## src/rtl/universal_shift_reg_n_if.sv

```systemverilog
// Command/data bundle for universal_shift_reg_n: command handshake in, register state out.
// master drives commands; slave is the shift register.
interface universal_shift_reg_n_if #(
    parameter int WIDTH = 8,
    parameter int AMT_W = 3
);
    logic             cmd_valid;
    logic             cmd_ready;
    logic [2:0]       cmd_mode;
    logic [AMT_W-1:0] cmd_amt;
    logic [WIDTH-1:0] d;
    logic             sin;
    logic [WIDTH-1:0] q;
    logic             sout;
    logic             busy;
    logic             done;

    modport master (
        output cmd_valid, cmd_mode, cmd_amt, d, sin,
        input  cmd_ready, q, sout, busy, done
    );

    modport slave (
        input  cmd_valid, cmd_mode, cmd_amt, d, sin,
        output cmd_ready, q, sout, busy, done
    );
endinterface

```

## src/rtl/universal_shift_reg_n.sv

```systemverilog
// Universal N-bit shift register: load/shift/rotate/clear, multi-bit shifts one bit per cycle.
// Latency: 1 cycle for NOP/LOAD/CLEAR/amt=0, else accept edge plus amt shift cycles.
// Backpressure: cmd_ready = ~busy; commands offered while busy are ignored.
module universal_shift_reg_n #(
    parameter int WIDTH = 8,
    parameter int AMT_W = 3
) (
    input  logic                 clk,
    input  logic                 rst_n,
    universal_shift_reg_n_if.slave bus
);
    localparam logic [2:0] MODE_NOP   = 3'b000;
    localparam logic [2:0] MODE_SHR   = 3'b001;
    localparam logic [2:0] MODE_SHL   = 3'b010;
    localparam logic [2:0] MODE_LOAD  = 3'b011;
    localparam logic [2:0] MODE_ROR   = 3'b100;
    localparam logic [2:0] MODE_ROL   = 3'b101;
    localparam logic [2:0] MODE_ASR   = 3'b110;
    localparam logic [2:0] MODE_CLEAR = 3'b111;

    typedef enum logic {IDLE, SHIFT} state_t;

    state_t           state, state_n;
    logic [AMT_W-1:0] cnt, cnt_n;
    logic [2:0]       mode_r, mode_n;
    logic [WIDTH-1:0] q_r, q_n, step_q;
    logic             sout_r, sout_n, step_sout;
    logic             done_r, done_n;
    logic             accept;

    assign accept        = bus.cmd_valid && (state == IDLE);
    assign bus.cmd_ready = (state == IDLE);
    assign bus.busy      = (state == SHIFT);
    assign bus.q         = q_r;
    assign bus.sout      = sout_r;
    assign bus.done      = done_r;

    // One 1-bit step of the latched mode; sin is sampled live every shift cycle.
    always_comb begin
        step_q    = q_r;
        step_sout = sout_r;
        case (mode_r)
            MODE_SHR: begin step_q = {bus.sin, q_r[WIDTH-1:1]};      step_sout = q_r[0];       end
            MODE_SHL: begin step_q = {q_r[WIDTH-2:0], bus.sin};      step_sout = q_r[WIDTH-1]; end
            MODE_ROR: begin step_q = {q_r[0], q_r[WIDTH-1:1]};       step_sout = q_r[0];       end
            MODE_ROL: begin step_q = {q_r[WIDTH-2:0], q_r[WIDTH-1]}; step_sout = q_r[WIDTH-1]; end
            MODE_ASR: begin step_q = {q_r[WIDTH-1], q_r[WIDTH-1:1]}; step_sout = q_r[0];       end
            default:  begin step_q = q_r;                            step_sout = sout_r;       end
        endcase
    end

    always_comb begin
        state_n = state;
        cnt_n   = cnt;
        mode_n  = mode_r;
        q_n     = q_r;
        sout_n  = sout_r;
        done_n  = 1'b0;
        unique case (state)
            IDLE: begin
                if (accept) begin
                    mode_n = bus.cmd_mode;
                    case (bus.cmd_mode)
                        MODE_NOP:   done_n = 1'b1;
                        MODE_LOAD:  begin q_n = bus.d; done_n = 1'b1; end
                        MODE_CLEAR: begin q_n = '0;    done_n = 1'b1; end
                        default: begin
                            if (bus.cmd_amt == '0) begin
                                done_n = 1'b1;
                            end else begin
                                state_n = SHIFT;
                                cnt_n   = bus.cmd_amt;
                            end
                        end
                    endcase
                end
            end
            SHIFT: begin
                q_n    = step_q;
                sout_n = step_sout;
                cnt_n  = cnt - 1'b1;
                if (cnt == AMT_W'(1)) begin
                    state_n = IDLE;
                    done_n  = 1'b1;
                end
            end
        endcase
    end

    always_ff @(posedge clk or negedge rst_n) begin
        if (!rst_n) begin
            state  <= IDLE;
            cnt    <= '0;
            mode_r <= MODE_NOP;
            q_r    <= '0;
            sout_r <= 1'b0;
            done_r <= 1'b0;
        end else begin
            state  <= state_n;
            cnt    <= cnt_n;
            mode_r <= mode_n;
            q_r    <= q_n;
            sout_r <= sout_n;
            done_r <= done_n;
        end
    end
endmodule

```

## src/flat_wrapper.sv

```systemverilog
// flat-port wrapper written by rule: the top's interface ports become plain ports
module universal_shift_reg_n_flat 
#(
    parameter int WIDTH = 8,
    parameter int AMT_W = 3
)
  (clk, rst_n, bus_cmd_valid, bus_cmd_mode, bus_cmd_amt, bus_d, bus_sin, bus_cmd_ready, bus_q, bus_sout, bus_busy, bus_done);
  universal_shift_reg_n_if #(.WIDTH(WIDTH), .AMT_W(AMT_W)) bus_i ();
  input  logic clk;
  input  logic rst_n;
  input wire logic [$bits(bus_i.cmd_valid)-1:0] bus_cmd_valid;
  input wire logic [$bits(bus_i.cmd_mode)-1:0] bus_cmd_mode;
  input wire logic [$bits(bus_i.cmd_amt)-1:0] bus_cmd_amt;
  input wire logic [$bits(bus_i.d)-1:0] bus_d;
  input wire logic [$bits(bus_i.sin)-1:0] bus_sin;
  output wire logic [$bits(bus_i.cmd_ready)-1:0] bus_cmd_ready;
  output wire logic [$bits(bus_i.q)-1:0] bus_q;
  output wire logic [$bits(bus_i.sout)-1:0] bus_sout;
  output wire logic [$bits(bus_i.busy)-1:0] bus_busy;
  output wire logic [$bits(bus_i.done)-1:0] bus_done;
  assign bus_i.cmd_valid = bus_cmd_valid;
  assign bus_i.cmd_mode = bus_cmd_mode;
  assign bus_i.cmd_amt = bus_cmd_amt;
  assign bus_i.d = bus_d;
  assign bus_i.sin = bus_sin;
  assign bus_cmd_ready = bus_i.cmd_ready;
  assign bus_q = bus_i.q;
  assign bus_sout = bus_i.sout;
  assign bus_busy = bus_i.busy;
  assign bus_done = bus_i.done;
  universal_shift_reg_n #(.WIDTH(WIDTH), .AMT_W(AMT_W)) u_core (.clk(clk), .rst_n(rst_n), .bus(bus_i));
endmodule
```

## config.mk

```make
export PLATFORM = sky130hd
export DESIGN_NAME = universal_shift_reg_n_flat
export DESIGN_NICKNAME = d
export VERILOG_FILES = /design/src/rtl/universal_shift_reg_n_if.sv /design/src/rtl/universal_shift_reg_n.sv /design/src/flat_wrapper.sv
export SDC_FILE = /design/constraint.sdc
export NUM_CORES = 1
export LEC_CHECK = 0
export ABC_AREA = 1
export CORE_MARGIN = 2
export CORE_UTILIZATION = 49
export DETAILED_ROUTE_END_ITERATION = 10
export PLACE_DENSITY = 0.9
export SLEW_MARGIN = 20
export SYNTH_ARGS = -nofsm -noshare
export SYNTH_HDL_FRONTEND = slang
export SYNTH_SLANG_ARGS = --single-unit
```

## constraint.sdc

```tcl
create_clock -name clk -period 1.3 [get_ports clk]
set_input_delay 0.325 -clock clk [delete_from_list [all_inputs] [get_ports clk]]
set_output_delay 0.325 -clock clk [all_outputs]
set_load 0.01 [all_outputs]
```

==> metrics.yaml <==
status: "complete, but fails checks"
violations: "setup timing"
multi_input_area_um2: 758
instances_no_fill: 248
max_stage_delay_ps: 550
dp_cells: 232
clk_pin_slew_worst_paths_ps: 110
synth.ff_latch_count: 17
dieArea_mm2: 0.00292
grt_max_degree: 20
cts.root.buffer_cell: "clkbuf_4"
grt_overflow: 0
n_fill_cell: 140
syn_nets: 183
synth.yosys.warnings: 0
dp_hpwl_mm: 2.30
start_util: 0.504
antenna_found_initial: 0
antenna_left: 0
final_cell_mix: "52 x nand2_1, 22 x buf_4, 15 x clkdlybuf4s50_1, 14 x dfrtp_1, 13 x nand3_2"
fin_ws_ps: -55.5
cp_data_required_time_ps: 1490
drt_iter0_markers: 75
syn_area_mm2: 0.00123
final_area_mm2: 0.00188
dpl-instance-area_mm2: 0.00162
cp-start-kind: "register"
hold_viol: 0
endpoint_kind: "register"
period_needed_ps: 1360
wl_per_cell_um: 15.9
core.rowCount: 18
crit_chain: "clkinv_4 -> nand3_4 -> nand3_4 -> nand2_8 -> nor2_1 -> nand2_1 -> nand2_1"
die_w_um: 54.0
cts.sinks: 17
met3_usage: 0.0250
hp-class: "in2async"
synth.avg_cell_area_um2: 7.52
grtUsageMet2: 0.429
p_leak_uw: 0.000944
n_antenna_cell: 0
yosysUniqueCellTypes: 27
vias: 1414
hold_buffers: 0
slew_headroom: 0.822
cp_max_fo: 8
ir_drop_mv: 1.58
cts_htree_levels: 1
skew_ps: 3.95
tns_ps: -339
grt_pass1_wl_mm: 5.03
finalSetupViolCount: 9
rsz0062_at_grt: "true"
routed_wl_mm: 3.94
ys_seq_area_frac: 0.347
gp_congestion: 0.880
syn_inst: 163
busiest_layer: "met2"
track_usage: 0.238
arrival_ps: 1550
path_class: "reg2reg"
cp_slowest_cell: "dfrtp_2"
drt_first_pass_iters: 6
area_growth_pct: 53.0
cts_tree: "built"
mostFrequentLayoutCell: "nand2_1"
ios: 30
holdWs_ps: 349
power.density_mw_per_mm2: 2610
die_y_um: 54.0
numCtsBuffers: 3
drive_above_1_share: 0.344
dp_worst_setup_slack_ps: -274
io_buffers: 29
via_per_inst: 5.70
nNetsFinal: 239
tightest_slew_ps: 264
slew_violations: 0
fmax_mhz: 738
grt_pass1_vias: 1204
met1_usage: 0.268
drv_cap: 0
clock_latency_ps: 290
cts.path.max_buffers: 2
seqCellArea_um2: 429
core_mm2: 0.00243
drc_errors: 0
fin_crit_sh: 1.04
==> flip-flops by register name (all words and copies together), names as in the netlist <==
name	count
u_core.bus.busy	1
u_core.mode_r	3
u_core.bus.sout	1
u_core.bus.done	1
u_core.bus.q	8
u_core.cnt	3
==> layout make-up <==
cell class | instances | share of cell area
clock buffer | 4 | 0.0140
sequential | 17 | 0.229
multi-input combinational | 122 | 0.404
tap | 30 | 0.0200
inverter | 18 | 0.0454
timing repair buffer | 57 | 0.288
==> worst paths after layout <==
| path | start | endpoint | cells after the start | slack [ps] |
|---|---|---|---|---|
| worst max-delay path | u_core.mode_r[1] | u_core.bus.q[0] | 7 | -60 |
| worst min-delay path | rst_n | u_core.bus.q[1] | 2 | 350 |
| worst max register to register | u_core.mode_r[1] | u_core.bus.q[0] | 7 | -60 |
| worst min register to register | u_core.bus.sout | u_core.bus.sout | 2 | 550 |
| max in group asynchronous | rst_n | u_core.mode_r[0] | 2 | 740 |
| min in group clk | bus_cmd_mode[0] | u_core.mode_r[0] | 3 | 360 |
==> power by group <==
group          internal [uW]  switching (uW)
clock                    119             177
combinational           1570            1910
sequential               810             300
total                   2500            2390
==> critical path, delay by kind of cell, from the launching register on <==
| family | cells | cell delay (ps) |
|---|---|---|
| buffers and inverters | 1 | 140 |
| flip-flops | 1 | 550 |
| AND/OR/NAND/NOR | 6 | 570 |
==> routing by layer <==
layer / wire (um) / up-vias
li1: - / 645
met1: 1470 / 670
met2: 2100 / 80
met4: 155 / 0
met5: 0 / -
met3: 220 / 19
==> Yosys cell counts, drive strengths merged <==
library cell	count	area, um2
nand3	30	223
ha	2	25.0
a21oi	4	23.8
dfrtp	17	425
nor2	3	11.3
inv	18	80.1
o211ai	1	7.51
a21boi	1	7.51
buf	6	51.3
nand4	4	25.0
nor3	1	5.00
o21ai	10	61.3
a31oi	1	6.26
xor2	1	8.76
nand2	64	265
==> kinds of logic (layout without fill, tap and decap cells) <==
logic type | count (synthesis) | count (layout) | synth area share
flops | 17 | 17 | 0.347
fa+ha+maj | 2 | 2 | 0.0204
buf+inv | 24 | 79 | 0.107
compound gates | 17 | 17 | 0.0867
simple gates | 102 | 102 | 0.432
xor+xnor | 1 | 1 | 0.00714
==> timing repair <==
action                                  CTS  global route
gates resized for setup                  25            41
pin swaps                                 0            12
buffers inserted                          4             9
endpoints found under the setup margin   21            22
==> metrics by stage <==
| step | util | power, uW |
|---|---|---|
| after floorplan | - | 2860 |
| after global placement | 0.667 | 3650 |
| after detailed placement | 0.667 | 3780 |
| after CTS | 0.687 | 4090 |
| after global routing | 0.771 | 5220 |
| final | 0.771 | 4890 |
No activity file was read; power rests on OpenSTA's default activity.
